File: config.mk
export PLATFORM = sky130hd
export DESIGN_NAME = ti_cic_sequencer
export DESIGN_NICKNAME = d
export VERILOG_FILES = /design/src/rtl/ti_cic_sequencer.sv
export SDC_FILE = /design/constraint.sdc
export NUM_CORES = 1
export LEC_CHECK = 0
export CELL_PAD_IN_SITES_DETAIL_PLACEMENT = 1
export CELL_PAD_IN_SITES_GLOBAL_PLACEMENT = 1
export CORE_MARGIN = 3
export CORE_UTILIZATION = 40
export DETAILED_ROUTE_END_ITERATION = 7
export DONT_BUFFER_PORTS = 1
export PLACE_DENSITY = 0.77
export SLEW_MARGIN = 0
export SYNTH_ARGS = -nofsm -noshare
export SYNTH_HDL_FRONTEND = slang
export SYNTH_SLANG_ARGS = --single-unit
File: constraint.sdc
create_clock -name i_clk -period 3.35 [get_ports i_clk]
set_clock_uncertainty 0.15 [all_clocks]
set_input_delay 0.67 -clock i_clk [delete_from_list [all_inputs] [get_ports i_clk]]
set_output_delay 0.67 -clock i_clk [all_outputs]
set_load 0.005 [all_outputs]
File: src/rtl/ti_cic_sequencer.sv
// Timing/control sequencer for the 4-lane time-interleaved mixer + CIC decimator.
// Generates lane strobes, filter reset/enable, and a valid pulse per decimated output pair.
module ti_cic_sequencer #(
    parameter int FLUSH_CYC  = 8,
    parameter int DEC        = 8,
    parameter int SETTLE_OUT = 4,
    parameter int CNT_W      = 16
) (
    input  logic             i_clk,
    input  logic             i_rst_n,
    input  logic             i_start,
    input  logic             i_stop,
    output logic [3:0]       o_ph,
    output logic             o_ph1_2,
    output logic             o_cic_res,
    output logic             o_cic_en,
    output logic             o_out_valid,
    output logic             o_busy,
    output logic [CNT_W-1:0] o_out_cnt
);

    localparam int RND_N = DEC / 4;
    localparam int RND_W = (RND_N > 1) ? $clog2(RND_N) : 1;
    localparam int FL_W  = $clog2(FLUSH_CYC) + 1;
    localparam int EV_W  = $clog2(SETTLE_OUT) + 1;

    localparam logic [RND_W-1:0] RND_LAST = RND_W'(RND_N - 1);
    localparam logic [FL_W-1:0]  FL_LAST  = FL_W'(FLUSH_CYC - 1);
    localparam logic [EV_W-1:0]  EV_LAST  = EV_W'(SETTLE_OUT - 1);

    localparam logic [1:0] S_IDLE   = 2'd0;
    localparam logic [1:0] S_FLUSH  = 2'd1;
    localparam logic [1:0] S_WARMUP = 2'd2;
    localparam logic [1:0] S_RUN    = 2'd3;

    logic [1:0]       r_state;
    logic [1:0]       r_phase;
    logic [RND_W-1:0] r_round;
    logic [FL_W-1:0]  r_flush_cnt;
    logic [EV_W-1:0]  r_evt_cnt;
    logic [3:0]       r_ph;
    logic             r_ph1_2;
    logic             r_cic_res;
    logic             r_cic_en;
    logic             r_out_valid;
    logic             r_busy;
    logic [CNT_W-1:0] r_out_cnt;

    logic [1:0]       w_state_next;
    logic [1:0]       w_phase_next;
    logic [RND_W-1:0] w_round_next;
    logic [FL_W-1:0]  w_flush_next;
    logic [EV_W-1:0]  w_evt_next;
    logic             w_out_evt;
    logic             w_cnt_clr;
    logic             w_valid_next;
    logic             w_busy_next;
    logic [CNT_W-1:0] w_cnt_next;
    logic [3:0]       w_ph_next;

    always_comb begin
        w_out_evt    = (r_phase == 2'd3) && (r_round == RND_LAST);
        w_state_next = r_state;
        w_phase_next = r_phase;
        w_round_next = r_round;
        w_flush_next = r_flush_cnt;
        w_evt_next   = r_evt_cnt;
        w_cnt_clr    = 1'b0;

        if (r_state == S_IDLE) begin
            if (i_start && !i_stop) begin
                w_state_next = S_FLUSH;
                w_phase_next = 2'd0;
                w_round_next = '0;
                w_flush_next = '0;
                w_cnt_clr    = 1'b1;
            end
        end else if (i_stop) begin
            w_state_next = S_IDLE;
            w_phase_next = 2'd0;
            w_round_next = '0;
            w_flush_next = '0;
            w_evt_next   = '0;
        end else begin
            w_phase_next = r_phase + 2'd1;
            if (r_phase == 2'd3) begin
                w_round_next = (r_round == RND_LAST) ? '0 : r_round + RND_W'(1);
            end
            case (r_state)
                S_FLUSH: begin
                    w_flush_next = r_flush_cnt + FL_W'(1);
                    // Phase wraps to 0 on this edge because FLUSH_CYC is a multiple of 4.
                    if (r_flush_cnt == FL_LAST) begin
                        w_state_next = S_WARMUP;
                        w_round_next = '0;
                        w_evt_next   = '0;
                    end
                end
                S_WARMUP: begin
                    if (w_out_evt) begin
                        w_evt_next = r_evt_cnt + EV_W'(1);
                        if (r_evt_cnt == EV_LAST) begin
                            w_state_next = S_RUN;
                        end
                    end
                end
                default: ;
            endcase
        end
    end

    // Outputs are decoded from the next state so they line up with the state register.
    assign w_busy_next  = (w_state_next != S_IDLE);
    assign w_valid_next = (w_state_next == S_RUN) && (w_phase_next == 2'd3) &&
                          (w_round_next == RND_LAST);
    assign w_cnt_next   = w_cnt_clr ? '0 : r_out_cnt + CNT_W'(w_valid_next);

    genvar gi;
    generate
        for (gi = 0; gi < 4; gi++) begin : g_ph
            assign w_ph_next[gi] = w_busy_next && (w_phase_next == 2'(gi));
        end
    endgenerate

    always_ff @(posedge i_clk or negedge i_rst_n) begin
        if (!i_rst_n) begin
            r_state     <= S_IDLE;
            r_phase     <= 2'd0;
            r_round     <= '0;
            r_flush_cnt <= '0;
            r_evt_cnt   <= '0;
            r_ph        <= 4'd0;
            r_ph1_2     <= 1'b0;
            r_cic_res   <= 1'b1;
            r_cic_en    <= 1'b0;
            r_out_valid <= 1'b0;
            r_busy      <= 1'b0;
            r_out_cnt   <= '0;
        end else begin
            r_state     <= w_state_next;
            r_phase     <= w_phase_next;
            r_round     <= w_round_next;
            r_flush_cnt <= w_flush_next;
            r_evt_cnt   <= w_evt_next;
            r_ph        <= w_ph_next;
            r_ph1_2     <= w_ph_next[0] && !w_round_next[0];
            r_cic_res   <= (w_state_next == S_IDLE) || (w_state_next == S_FLUSH);
            r_cic_en    <= (w_state_next == S_WARMUP) || (w_state_next == S_RUN);
            r_out_valid <= w_valid_next;
            r_busy      <= w_busy_next;
            r_out_cnt   <= w_cnt_next;
        end
    end

    assign o_ph        = r_ph;
    assign o_ph1_2     = r_ph1_2;
    assign o_cic_res   = r_cic_res;
    assign o_cic_en    = r_cic_en;
    assign o_out_valid = r_out_valid;
    assign o_busy      = r_busy;
    assign o_out_cnt   = r_out_cnt;

endmodule

# Word level (Yosys, flattened, before mapping)
# Cells that the tools add are included.
# totals
ff_bits,37
ramBits,0
n_memories,0
input_bits,4
latchBits,0
romBits,0
elab_cells,81
# op_classes
mux,28
div_mod_pow,0
shift,0
reduce_logical,21
order_cmp,0
n_addsub,5
bitwise,1
n_eq_ne,14
mul,0
# op_table
cell,count
$mux W2,9
$add A16 B1 Y16,1
$mux W16,1
$mux W4,4
$eq A2 B2 Y1 const B,6
$logic_and A1 B1 Y1,9
$mux W1,9
$mux W3,3
$eq A2 B1 Y1 const B,3
$logic_not A2 Y1,3
$ne A3 B3 Y1 const B,2
$pmux W3 S2,1
$reduce_bool A3 Y1,2
$add A4 B1 Y4 const B,1
$eq A4 B3 Y1 const B,1
$pmux W2 S2,1
$reduce_and A4 Y1,1
$add A3 B1 Y3 const B,1
$eq A3 B2 Y1 const B,1
$add A2 B1 Y2 const B,1
$logic_not A1 Y1,2
$logic_or A1 B1 Y1,2
$ne A2 B1 Y1 const B,1
$reduce_and A2 Y1,1
3 further kinds,3

# Depth between registers and ports, before layout
# depth
word_depth,11
ltp_mapped,14
mapped_depth_nobuf,13

# Worst setup path before layout
# OpenSTA, ideal clock, no wires.
# synth_path
kind,register to register
start,register r_state[0]
end,"register r_out_cnt[10], in the netlist o_out_cnt[10]"
stages_incl_launch_ff,13
n_path_buf,1
path_slack_ps,422
arrival_time_ps,2646
required_time_ps,3068
synth_period_minus_slack_ps,2928
path_cell_list,dfrtp_1 > inv_1 > ha_1 > or2_1 > clkbuf_1 > o21a_1 > nor4_1 > ha_1 > nand4_1 > nor3_2 > nand3_1 > xor2_1 > nor2_1
# synth_between
elab_chain_len,10
elab_cells_between_ends,21
# synth_rtl
item,line,source
start: declaration,36,logic [1:0] r_state;
start signal: assignment,140,r_state <= w_state_next;
$mux W2,102,if (r_evt_cnt == EV_LAST) begin
$mux W2,100,if (w_out_evt) begin
$pmux W2 S2,89,case (r_state)
$mux W2,78,end else if (i_stop) begin
$mux W2,70,if (r_state == S_IDLE) begin
$eq A2 B2 Y1,114,assign w_valid_next = (w_state_next == S_RUN) && (w_phase_next == 2'd3) &&
$logic_and A1 B1 Y1,114,
$logic_and A1 B1 Y1 *,114,
named net w_valid_next,56,logic w_valid_next;
$add A16 B1 Y16 *,116,assign w_cnt_next = w_cnt_clr ? '0 : r_out_cnt + CNT_W'(w_valid_next);
$mux W16 *,116,
named net w_cnt_next[10],58,logic [CNT_W-1:0] w_cnt_next;
end signal: assignment,151,r_out_cnt <= w_cnt_next;
end: declaration,47,logic [CNT_W-1:0] r_out_cnt;
# Mark *: on every way through the listed nets, which the timed path passes. The rest lies on a longest branch.
# A chain may end at the register's enable or synchronous reset.

# Worst setup path in the final report
# layout_path
start,register r_state[1]
end,"register r_out_cnt[10], in the netlist o_out_cnt[10]"
# layout_between
elab_chain_len,10
elab_cells_between_ends,21
# layout_rtl
item,line,source
$mux W2,102,
$mux W2,100,
$pmux W2 S2,89,
$mux W2,78,
$mux W2 *,70,
named net w_state_next[1],49,logic [1:0] w_state_next;
$eq A2 B2 Y1 *,114,
$logic_and A1 B1 Y1 * (2 in series),114,
named net w_valid_next,56,
$add A16 B1 Y16 *,116,
$mux W16 *,116,
named net w_cnt_next[10],58,
# Marks and branches as above.

==> impl_metrics.json <==
{
  "crit_type": "flop to flop",
  "synth_area_um2": 1800,
  "grt_pass1_vias": 1388,
  "diodes": 0,
  "grt_max_degree": 37,
  "cts_buffers": 5,
  "h-tree-depth": 2,
  "synth_edf_count": 0,
  "fin_cells": 233,
  "slew_headroom_pct": 60.5,
  "finalWorstSetupSlack_ns": 0.136,
  "remaining_drc_errors": 0,
  "yosys_most_used_dff": "dfrtp_1",
  "finalCritPeriodShare_pct": 95.9,
  "async_reset_ff_share_pct": 100,
  "cts_tree": "yes",
  "start_kind": "flop",
  "drive_gt1_share_pct": 19.1,
  "grt_pass1_wl_mm": 6.85,
  "power_density_nw_per_um2": 629,
  "initial_core_util_pct": 43.2,
  "cts_buffer_depth": 2,
  "synth-seq-cells": 37,
  "place_area_um2": 1850,
  "p_leak_nw": 1.02,
  "fin_setup_tns_ns": 0,
  "clk_pin_slew_ns": 0.08,
  "synth_area_leader_cell": "dfrtp_1",
  "total_power_mw": 1.31,
  "final-setup-viol-count": 0,
  "die_w_um": 73.1,
  "status": "completed",
  "cts.sinks": 37,
  "worst_pin_slew_ns": 0.592,
  "drt-initial-drc-count": 69,
  "drtAntennaViolNets": 0,
  "hold_ws_ns": 0.0536,
  "dp.cells": 219,
  "grt_usage_pct": 16.9,
  "coreArea_um2": 4170,
  "avgSynthCellArea_um2": 10.5,
  "hold_class": "input pin to async pin",
  "hpwl_mm": 2.83,
  "rows": 23,
  "synthCells": 172,
  "place.gp.congestion": 0.776,
  "finalNetCount": 196,
  "final_common_cell": "dfrtp_1",
  "cts_root_buf": "clkbuf_8",
  "required_ns": 3.35,
  "antenna_found_initial": 0,
  "reg2reg_slack_ns": 0.14,
  "synth_area_leaders": "dfrtp_1 50%, ha_1 6.9%, xor2_1 5.3%, nor2_1 4.2%, nand2_1 3.3%",
  "crit_fanout": 5,
  "max_cap_violations": 0,
  "design_area_um2": 2090,
  "grt_overflow": 0,
  "port_buffers": 0,
  "clk_latency_ns": 0.29,
  "yosysWarningCount": 0,
  "syn-num-nets": 186,
  "most-common-layout-cells": "34 x dfrtp_1, 19 x nor2_1, 16 x nand2_1, 11 x xor2_1, 10 x nand3_1",
  "die-area_um2": 5350,
  "max_freq_mhz": 311,
  "final.min_clock_period_ns": 3.21,
  "first_pass_iters": 4,
  "die_y_um": 73.1,
  "ys_seq_area_share_pct": 51.4,
  "crit_arrival_ns": 3.22,
  "hold_viol_final": 0,
  "finalWirelength_mm": 4.21,
  "synth_cell_type_count": 39,
  "wl_per_cell_um": 18.1,
  "syn_to_final_growth_pct": 15.9,
  "peakVddDrop_v": 0.000298,
  "synth_top_area_share_pct": 50.0,
  "slew_violations": 0,
  "vias": 1267,
  "routed_via_density": 5.44,
  "place_ws_ns": -0.153,
  "final_util_pct": 50.1,
  "setup.worst_path.end_class": "flop",
  "ioPinCount": 29
}
## flip-flops by register name (all words and copies together), names as in the netlist
register and cells:
o_out_cnt 16, o_ph 4, r_flush_cnt 4, r_evt_cnt 3
r_phase 2, r_state 2, o_busy 1, o_cic_en 1
o_cic_res 1, o_out_valid 1, o_ph1_2 1, r_round 1
## cells in the mapped netlist (2+ instances only)
cell type	n
nor2_1	20
o21bai_1	2
o2bb2ai_1	2
inv_1	10
ha_1	10
nor2b_1	2
nand4_1	3
nand3_1	10
a21oi_1	2
xor2_1	11
and3_1	9
clkbuf_1	3
dfrtp_1	36
xnor2_1	6
o21ai_0	7
nand2_1	16
## final timing paths
kind | cells after the start | from | endpoint
min reg2reg | 1 | r_evt_cnt[0] | r_evt_cnt[0]
min in group i_clk | 1 | r_evt_cnt[0] | r_evt_cnt[0]
max reg2reg | 13 | r_state[1] | o_out_cnt[10]
max in group asynchronous | 1 | i_rst_n | r_state[1]
min | 1 | i_rst_n | o_cic_en
max | 13 | r_state[1] | o_out_cnt[10]
## area by class of cell
class	instances	area, µm²
clock buffer	6	82.6
clock inverter	2	37.5
fill	451	2080
tap	50	62.6
inverter	10	37.5
sequential	37	930
multi-input combinational	120	867
timing repair buffer	8	72.6
## report_power, final
group          switching, mW  internal (mW)  total (mW)  leakage, nW
registers             0.0415          0.499       0.540        0.502
logic                  0.214          0.153       0.367        0.461
clock network          0.166          0.242       0.408       0.0574
## kinds of logic (layout without fill, tap and decap cells)
group           Yosys count  after routing  share of synthesized area, %
simple gates             71             71                          20.5
xor+xnor                 17             17                          8.26
buf+inv                  15             26                          3.75
mux                       1              1                         0.555
flops                    37             37                          51.4
compound gates           21             21                          8.54
fa+ha+maj                10             10                          6.94
## worst max-delay path: stages (launching register included)
cell and delay, ns:
dfrtp_2 0.45, inv_2 0.10, ha_2 0.21, and4b_1 0.26, a221oi_2 0.11, o2bb2ai_2 0.22, nand2_1 0.14, nor4_4 0.36
ha_2 0.24, nand4_1 0.19, nor3_4 0.32, nand3_1 0.12, xor2_1 0.15, nor2_1 0.05
## per-layer routing
layer	GRT usage [%]	vias up	wire length, µm
met5	0	-	0
met4	6.97	0	74
met3	6.20	10	229
met2	26.9	22	2130
met1	20.5	634	1780
li1	-	601	-
## what timing repair did
action,in CTS,in global routing
gates resized for setup,1,13
endpoints found under the hold margin,36,0
gates cloned,0,0
pin swaps,0,6
setup buffers,0,5
setup endpoints to repair,6,9
hold buffers,1,0
Note: power is estimated with default switching activity, not from simulation.
